**src/rtl/decode_sequencer_pkg.sv**
```systemverilog
// Shared definitions for the decode sequencer: FSM state encoding, RISC-V
// opcode values, immediate-format select codes, trap cause codes and the
// classifier result payload.
package decode_sequencer_pkg;

  localparam int unsigned XLEN  = 32;
  localparam int unsigned CNT_W = 8;

  typedef enum logic [2:0] {
    ST_IDLE   = 3'd0,
    ST_FETCH  = 3'd1,
    ST_DECODE = 3'd2,
    ST_ISSUE  = 3'd3,
    ST_TRAP   = 3'd4
  } state_t;

  localparam logic [6:0] OP_LUI    = 7'b0110111;
  localparam logic [6:0] OP_AUIPC  = 7'b0010111;
  localparam logic [6:0] OP_JAL    = 7'b1101111;
  localparam logic [6:0] OP_JALR   = 7'b1100111;
  localparam logic [6:0] OP_B_TYPE = 7'b1100011;
  localparam logic [6:0] OP_I_TYPE = 7'b0000011;
  localparam logic [6:0] OP_S_TYPE = 7'b0100011;
  localparam logic [6:0] OP_R_IMM  = 7'b0010011;
  localparam logic [6:0] OP_R_TYPE = 7'b0110011;

  localparam logic [2:0] FMT_NONE   = 3'd0;
  localparam logic [2:0] FMT_U      = 3'd1;
  localparam logic [2:0] FMT_J      = 3'd2;
  localparam logic [2:0] FMT_I_JALR = 3'd3;
  localparam logic [2:0] FMT_B      = 3'd4;
  localparam logic [2:0] FMT_I_LOAD = 3'd5;
  localparam logic [2:0] FMT_S      = 3'd6;
  localparam logic [2:0] FMT_R_IMM  = 3'd7;

  localparam logic [1:0] CAUSE_NONE     = 2'b00;
  localparam logic [1:0] CAUSE_ILLEGAL  = 2'b01;
  localparam logic [1:0] CAUSE_TIMEOUT  = 2'b10;
  localparam logic [1:0] CAUSE_MISALIGN = 2'b11;

  typedef struct packed {
    logic       legal;
    logic [2:0] fmt;
  } op_class_t;

endpackage

```
**src/rtl/decode_sequencer_opcode_classifier.sv**
```systemverilog
// Combinational opcode classifier: maps instr[6:0] to an immediate format
// and a legality flag.
//   opcode : instr[6:0] of the latched instruction
//   cls_c  : {legal, fmt}; illegal opcodes report FMT_NONE
module opcode_classifier
  import decode_sequencer_pkg::*;
(
  input  logic [6:0] opcode,
  output op_class_t  cls_c
);

  always_comb begin
    cls_c = '{legal: 1'b0, fmt: FMT_NONE};
    // Compressed / non-32-bit encodings are never legal here.
    if (opcode[1:0] == 2'b11) begin
      case (opcode)
        OP_LUI,
        OP_AUIPC:  cls_c = '{legal: 1'b1, fmt: FMT_U};
        OP_JAL:    cls_c = '{legal: 1'b1, fmt: FMT_J};
        OP_JALR:   cls_c = '{legal: 1'b1, fmt: FMT_I_JALR};
        OP_B_TYPE: cls_c = '{legal: 1'b1, fmt: FMT_B};
        OP_I_TYPE: cls_c = '{legal: 1'b1, fmt: FMT_I_LOAD};
        OP_S_TYPE: cls_c = '{legal: 1'b1, fmt: FMT_S};
        OP_R_IMM:  cls_c = '{legal: 1'b1, fmt: FMT_R_IMM};
        OP_R_TYPE: cls_c = '{legal: 1'b1, fmt: FMT_NONE};
        default:   cls_c = '{legal: 1'b0, fmt: FMT_NONE};
      endcase
    end
  end

endmodule

```
**src/rtl/decode_sequencer.sv**
```systemverilog
// Fetch/decode/issue sequencer with fault trapping.
//   clk, rst_n               : clock, async active-low reset
//   imem_req/imem_addr       : fetch request and address (address is pc_q)
//   imem_valid/imem_rdata    : fetch response
//   issue_valid/issue_ready  : decoded-instruction handshake to execute
//   instr_q, fmt_sel, pc_q   : latched instruction, immediate format, its PC
//   redirect_valid/_pc       : taken branch/jump, sampled on the handshake only
//   trap, trap_cause         : halted on fault and why
//   trap_clear               : resume from trap
module decode_sequencer
  import decode_sequencer_pkg::*;
#(
  parameter logic [31:0] RESET_PC      = 32'h0000_0000,
  parameter int unsigned FETCH_TIMEOUT = 15
) (
  input  logic             clk,
  input  logic             rst_n,
  output logic             imem_req,
  output logic [XLEN-1:0]  imem_addr,
  input  logic             imem_valid,
  input  logic [XLEN-1:0]  imem_rdata,
  output logic             issue_valid,
  input  logic             issue_ready,
  output logic [XLEN-1:0]  instr_q,
  output logic [2:0]       fmt_sel,
  output logic [XLEN-1:0]  pc_q,
  input  logic             redirect_valid,
  input  logic [XLEN-1:0]  redirect_pc,
  output logic             trap,
  output logic [1:0]       trap_cause,
  input  logic             trap_clear
);

  // Count value seen in the last FETCH cycle allowed before timing out.
  localparam logic [CNT_W-1:0] TIMEOUT_LAST = CNT_W'(FETCH_TIMEOUT - 1);

  state_t           state_q, state_d;
  logic [CNT_W-1:0] cnt_q, cnt_d;
  logic [XLEN-1:0]  pc_d, instr_d;
  logic [2:0]       fmt_d;
  logic [1:0]       cause_d;
  logic             imem_req_d, issue_valid_d, trap_d;
  op_class_t        cls_c;

  opcode_classifier u_classifier (
    .opcode (instr_q[6:0]),
    .cls_c  (cls_c)
  );

  assign imem_addr = pc_q;

  // State register
  always_ff @(posedge clk or negedge rst_n) begin
    if (!rst_n) state_q <= ST_IDLE;
    else        state_q <= state_d;
  end

  // Next state plus datapath updates
  always_comb begin
    state_d = state_q;
    cnt_d   = cnt_q;
    pc_d    = pc_q;
    instr_d = instr_q;
    fmt_d   = fmt_sel;
    cause_d = trap_cause;
    case (state_q)
      ST_IDLE: begin
        state_d = ST_FETCH;
        cnt_d   = '0;
      end
      ST_FETCH: begin
        // A response in the final allowed cycle still wins over the timeout.
        if (imem_valid) begin
          instr_d = imem_rdata;
          cnt_d   = '0;
          state_d = ST_DECODE;
        end else if (cnt_q == TIMEOUT_LAST) begin
          cnt_d   = '0;
          cause_d = CAUSE_TIMEOUT;
          state_d = ST_TRAP;
        end else begin
          cnt_d = cnt_q + CNT_W'(1);
        end
      end
      ST_DECODE: begin
        fmt_d = cls_c.fmt;
        if (cls_c.legal) begin
          state_d = ST_ISSUE;
        end else begin
          cause_d = CAUSE_ILLEGAL;
          state_d = ST_TRAP;
        end
      end
      ST_ISSUE: begin
        if (issue_ready) begin
          if (!redirect_valid) begin
            pc_d    = pc_q + XLEN'(4);
            state_d = ST_FETCH;
          end else if (redirect_pc[1:0] == 2'b00) begin
            pc_d    = redirect_pc;
            state_d = ST_FETCH;
          end else begin
            cause_d = CAUSE_MISALIGN;
            state_d = ST_TRAP;
          end
        end
      end
      ST_TRAP: begin
        // Illegal instructions are skipped; other faults retry the same PC.
        if (trap_clear) begin
          if (trap_cause == CAUSE_ILLEGAL) pc_d = pc_q + XLEN'(4);
          cause_d = CAUSE_NONE;
          state_d = ST_FETCH;
        end
      end
      default: state_d = ST_IDLE;
    endcase
  end

  // Output decode from the upcoming state, registered below
  always_comb begin
    imem_req_d    = 1'b0;
    issue_valid_d = 1'b0;
    trap_d        = 1'b0;
    case (state_d)
      ST_FETCH: imem_req_d    = 1'b1;
      ST_ISSUE: issue_valid_d = 1'b1;
      ST_TRAP:  trap_d        = 1'b1;
      default:  ;
    endcase
  end

  // Datapath and output registers
  always_ff @(posedge clk or negedge rst_n) begin
    if (!rst_n) begin
      cnt_q       <= '0;
      pc_q        <= RESET_PC;
      instr_q     <= '0;
      fmt_sel     <= FMT_NONE;
      trap_cause  <= CAUSE_NONE;
      imem_req    <= 1'b0;
      issue_valid <= 1'b0;
      trap        <= 1'b0;
    end else begin
      cnt_q       <= cnt_d;
      pc_q        <= pc_d;
      instr_q     <= instr_d;
      fmt_sel     <= fmt_d;
      trap_cause  <= cause_d;
      imem_req    <= imem_req_d;
      issue_valid <= issue_valid_d;
      trap        <= trap_d;
    end
  end

endmodule

```
**config.mk**
```make
export PLATFORM = sky130hd
export DESIGN_NAME = decode_sequencer
export DESIGN_NICKNAME = d
export VERILOG_FILES = /design/src/rtl/decode_sequencer_pkg.sv /design/src/rtl/decode_sequencer_opcode_classifier.sv /design/src/rtl/decode_sequencer.sv
export SDC_FILE = /design/constraint.sdc
export NUM_CORES = 1
export LEC_CHECK = 0
export CAP_MARGIN = 15
export CORE_MARGIN = 3
export CORE_UTILIZATION = 30
export CTS_CLUSTER_DIAMETER = 120
export CTS_CLUSTER_SIZE = 16
export DETAILED_ROUTE_END_ITERATION = 12
export PLACE_DENSITY = 0.66
export SLEW_MARGIN = 20
export SYNTH_ARGS = -nofsm -noshare
export SYNTH_HDL_FRONTEND = slang
export SYNTH_SLANG_ARGS = --single-unit
```
**constraint.sdc**
```tcl
create_clock -name clk -period 3.1 [get_ports clk]
set_clock_uncertainty 0.15 [all_clocks]
set_input_delay 0.62 -clock clk [delete_from_list [all_inputs] [get_ports clk]]
set_output_delay 0.62 -clock clk [all_outputs]
set_load 0.1 [all_outputs]
```
==> results of run 1 <==
==> worst max-delay path, delay by kind of cell, from the launching register on <==
kind | cells | cell delay (ns)
AO/OA/AOI/OAI | 2 | 0.37
adder cells (fa/ha/maj) | 1 | 0.25
AND/OR/NAND/NOR | 3 | 1.12
flip-flops | 1 | 0.47
==> layout make-up <==
type                       instances  area [um^2]
clock buffer                      12          267
clock inverter                     4         56.3
fill                            1434         8360
inverter                           5         18.8
multi-input combinational        303         2040
sequential                        83         2080
tap                              184          230
timing repair buffer             182         1540
==> routing by layer <==
layer  GRT usage  vias up
met5           0        -
met2       0.242      180
li1            -     1899
met1       0.202     1944
met4      0.0556        0
met3      0.0496       11
==> cell usage after synthesis, drive strengths merged, types with 2 or more instances <==
cell type and count:
a22o 2, and2 2, o31a 2, nor4 2, nand2 34, and4 4, xnor2 2, o21ai 31
o2bb2ai 3, a211oi 3, o22a 3, xor2 2, o22ai 9, a21oi 23, nor3 4, nor2 30
inv 5, ha 3, buf 47, nand4b 2, clkbuf 9, a22oi 2, nor4b 2, or3b 3
a311o 2, a2bb2oi 17, dfrtp 83, and3 14, o32a 2, a31oi 3, a32oi 2, nor2b 6
or3 3, nand3 18, mux2 33, nand4 14, nand2b 6, a311oi 2
==> metrics by stage <==
stage / hold WS (ns) / std cells / util
6_report: 0.124 / 773 / 0.427
5_1_grt: 0.240 / 773 / 0.427
4_1_cts: 0.351 / 773 / 0.426
3_5_place_dp: 0.340 / 757 / 0.404
3_3_place_gp: 0.341 / 757 / 0.404
2_1_floorplan: 0.174 / 447 / -
==> state kept, by name, indices dropped and copies added, names as in the netlist <==
signal / flops
fmt_sel: 3
trap_cause: 2
instr_q: 32
cnt_q: 8
state_q: 3
trap: 1
imem_addr: 32
issue_valid: 1
imem_req: 1
==> logic make-up after synthesis <==
group / share of synthesized area
compound gates: 0.166
simple gates: 0.186
xor+xnor: 0.00781
mux: 0.0851
fa+ha+maj: 0.00837
flops: 0.463
buf+inv: 0.0834
==> worst max path at each step <==
stage	startpoint	to	depth (start not counted)
floorplan	imem_addr[2]	imem_addr[28]	7
global placement	redirect_valid	imem_addr[14]	7
global route	imem_addr[2]	imem_addr[28]	6
finish	imem_addr[2]	imem_addr[28]	6
CTS	imem_addr[2]	imem_addr[28]	6
detailed placement	redirect_valid	imem_addr[9]	7
==> impl_metrics.csv, run 1 <==
group,metric,value,unit
setup_path,worst_reg2reg_endpoint,"imem_addr[28]",
cts,clock_insertion_delay_worst_skew,0.34,ns
final_layout,most_common_cell_after_layout_fill_and_taps_aside,"buf_4",
cts,root_cell_of_the_clock_tree,"clkbuf_16",
logic_synthesis,syn_inst,447,
floorplanning,design.core.area,14600,um^2
floorplanning,die_area,16500,um^2
floorplanning,row_cnt,44,
floorplanning,die_w,128,um
job,max_cap_viol_count,0,
cts,cts_buffers,9,
timing,final-hold-violation-count,0,
logic_synthesis,synth_nets,520,
setup_path,cp_cell_sequence,"ha_1 -> and4_1 -> nand2_1 -> or4b_4 -> o22a_1 -> o32a_1",
logic_synthesis,mappedNetlistArea,4480,um^2
logic_synthesis,synth_cell_types,61,
setup_path,timing.rr.start,"imem_addr[2]",
global_route,number_of_global_route_vias_before_repair,4041,
setup_path,reg2reg_setup_slack,0.62,ns
setup_path,worst-setup-path-type,"reg2reg",
global_route,overflow,0,
setup_path,critical_path.endpoint_type,"flop",
cts,cts.clk_slew.worst_paths,0.06,ns
route,dr.pass1.iters,4,
route,detail_route.iter0.violations,262,
route,met1Wirelength,5.54,mm
setup_path,highest_net_fanout_along_the_worst_path,8,
setup_path,worst_path_max_delay_cell,"or4b_4",
setup_path,cp.required,3.16,ns
final_layout,antenna_cells,0,
timing,fin_crit_sh,0.801,
route,detail_route.vias_per_cell,5.22,
global_route,grt_usage,0.155,
route,num_vias,4034,
logic_synthesis,post_synthesis_average_cell_area,10.0,um^2
timing,post-route-min-period,2.48,ns
global_route,grt_start_max_net_pins,81,
final_layout,design_area,6220,um^2
place,post-dp-hpwl,9.53,mm
logic_synthesis,ys_seq_elements,83,
worst_hold_path,hp-class,"in2async",
route,route.top_layer_used,"met4",
cts,postCtsSetupBuffers,0,
cts,tritoncts,"built",
timing,maximum_clock_frequency,403,MHz
logic_synthesis,synth-edff-count,0,
logic_synthesis,synth_top_cells_by_area,"dfrtp_1, mux2_2, buf_4",
cts,resized_gates_after_cts,0,
timing,setup_ws,0.616,ns
final_layout,syn_to_final_growth,38.8,%
final_layout,mostFrequentLayoutCells,"buf_4, dfrtp_1, clkdlybuf4s50_1",
global_route,number_of_antenna_violations_at_the_first_check_in_global_routing,0,
timing,worst-slew-pin-transition,0.791,ns
floorplanning,fp.dieH,128,um
logic_synthesis,synth_warnings,0,
timing,tns,0,ns
final_layout,final_net_count,657,
timing,setup_viol,0,
place,portBuffers,173,
logic_synthesis,synth.yosys.seq_area_share,0.463,
timing,drv_slew,0,
logic_synthesis,yosysTopAreaCell,"dfrtp_1",
route,wire_length_on_met3,1.26,mm
route,routedWlPerCell,16.6,um
logic_synthesis,top_ff_cell_synth,"dfrtp_1",
final_layout,drive_gt1_frac,0.292,
global_route,grt_pass1_wl,20.4,mm
logic_synthesis,synth_top_cell_area_share,0.463,
floorplanning,initial_utilization,0.307,
route,detailroute.wirelength.met2,5.86,mm
timing,rsz0062_at_grt,"no",
route,postRouteWirelength,12.8,mm
cts,clock_sink_count,83,
setup_path,critical_path.max_stage_delay,0.58,ns
timing,slew-limit-headroom,0.473,
cts,holdBufCountCts,0,
place,placement.setup.worst_slack,0.299,ns
setup_path,worstPathArrival,2.55,ns
status,run_status,"finished, final reports clean",
logic_synthesis,postSynth.asyncResetShare,1.00,
setup_path,reg2reg_depth,6,
route,drt.antenna.violating_nets,0,
setup_path,worst_setup_path_start_kind,"flop",
floorplanning,pin_count,174,
route,detail_route.drc_violations,0,
place,place_area,5900,um^2
cts,number_of_levels_in_the_clock_h_tree,3,
place,routability_congestion_estimate,0.805,
cts,cts_buffer_depth,2,
Power of run 1 is not shown: default switching activity piles up to over one toggle a cycle in this logic, so the estimate is an artifact.
==> run 2, diff against run 1 <==
Clock period 3.1 ns to 2.5 ns, I/O delays scaled along.
==> impl_metrics.csv, run 2 (synthesis results as in run 1) <==
group,metric,value,unit
place,routability_congestion_estimate,0.879,
global_route,grt_usage,0.159,
floorplanning,initial_utilization,0.307,
cts,clock_insertion_delay_worst_skew,0.34,ns
job,max_cap_viol_count,0,
cts,cts.clk_slew.worst_paths,0.06,ns
place,post-dp-hpwl,9.73,mm
floorplanning,die_w,128,um
route,num_vias,4054,
setup_path,critical_path.endpoint_type,"flop",
cts,tritoncts,"built",
route,detail_route.drc_violations,0,
setup_path,timing.rr.start,"imem_addr[2]",
place,portBuffers,173,
floorplanning,die_area,16500,um^2
timing,drv_slew,0,
global_route,grt_pass1_wl,20.8,mm
status,run_status,"finished, final reports clean",
setup_path,highest_net_fanout_along_the_worst_path,7,
global_route,grt_start_max_net_pins,44,
setup_path,worst-setup-path-type,"reg2reg",
setup_path,worstPathArrival,2.30,ns
final_layout,most_common_cell_after_layout_fill_and_taps_aside,"buf_4",
timing,slew-limit-headroom,0.558,
floorplanning,pin_count,174,
timing,worst-slew-pin-transition,0.656,ns
route,routedWlPerCell,16.5,um
global_route,overflow,0,
timing,post-route-min-period,2.20,ns
setup_path,critPathLaunch,"imem_addr[2]",
timing,final-hold-violation-count,0,
route,dr.pass1.iters,4,
final_layout,mostFrequentLayoutCells,"buf_4, dfrtp_1, clkdlybuf4s50_1",
final_layout,antenna_cells,0,
worst_hold_path,hp-class,"reg2reg",
final_layout,syn_to_final_growth,40.3,%
timing,fin_crit_sh,0.878,
global_route,number_of_global_route_vias_before_repair,4089,
route,detail_route.vias_per_cell,5.17,
setup_path,worst_setup_path_start_kind,"flop",
cts,cts_buffer_depth,2,
timing,setup_viol,0,
setup_path,cp.required,2.61,ns
cts,root_cell_of_the_clock_tree,"clkbuf_16",
timing,tns,0,ns
final_layout,final_net_count,668,
cts,number_of_levels_in_the_clock_h_tree,3,
route,drt.antenna.violating_nets,0,
cts,resized_gates_after_cts,0,
timing,maximum_clock_frequency,456,MHz
floorplanning,row_cnt,44,
route,detail_route.iter0.violations,190,
final_layout,drive_gt1_frac,0.323,
cts,cts_buffers,9,
cts,holdBufCountCts,1,
timing,rsz0062_at_grt,"no",
floorplanning,design.core.area,14600,um^2
route,postRouteWirelength,12.9,mm
cts,clock_sink_count,83,
worst_hold_path,min-delay-start,"fmt_sel[2]",
global_route,number_of_antenna_violations_at_the_first_check_in_global_routing,0,
floorplanning,fp.dieH,128,um
cts,postCtsSetupBuffers,0,
[run 2: final timing paths]
kind / endpoint / cells past startpoint / slack [ns]
setup / recovery: imem_addr[22] / 8 / 0.30
hold / removal: fmt_sel[2] / 2 / 0.35
setup reg to reg: imem_addr[22] / 8 / 0.30
hold reg to reg: fmt_sel[2] / 2 / 0.35
max in group asynchronous: imem_addr[13] / 3 / 1.09
min in group asynchronous: instr_q[4] / 2 / 0.49
[run 2: metal layers]
layer | routed length, um | vias to the layer above | share of wire | track usage
met3 | 1280 | 18 | 0.098 | 0.0554
met1 | 5550 | 1947 | 0.43 | 0.208
met4 | 255 | 0 | 0.020 | 0.0624
li1 | - | 1917 | - | -
met2 | 5870 | 172 | 0.45 | 0.241
met5 | 0 | - | 0 | 0
[run 2: critical path, stage by stage, from the launching register on]
cell and delay, ns:
dfrtp_4 0.46, ha_1 0.21, and4_1 0.23, buf_4 0.15, nor4b_1 0.23, buf_4 0.17
nand4_1 0.14, a21oi_1 0.19, a2bb2oi_1 0.17
[run 2: stage by stage]
stage | cells | setup WS [ns] | utilization | hold WS (ns) | area, um^2
3_5_place_dp | 767 | 0.0575 | 0.413 | 0.325 | 6020
6_report | 784 | 0.305 | 0.431 | 0.353 | 6290
4_1_cts | 784 | 0.302 | 0.431 | 0.358 | 6290
5_1_grt | 784 | 0.0952 | 0.431 | 0.383 | 6290
3_3_place_gp | 767 | 0.0965 | 0.413 | 0.324 | 6020
2_1_floorplan | 447 | 0.0173 | - | 0.0544 | 4510
[run 2: area by class of cell]
| cell class | instances | area [um^2] |
|---|---|---|
| fill | 1404 | 8300 |
| sequential | 83 | 2100 |
| multi-input combinational | 303 | 2040 |
| timing repair buffer | 193 | 1650 |
| clock buffer | 11 | 233 |
| tap | 184 | 230 |
| clock inverter | 5 | 30.0 |
| inverter | 5 | 18.8 |
Power of run 2 is left out for the same reason.
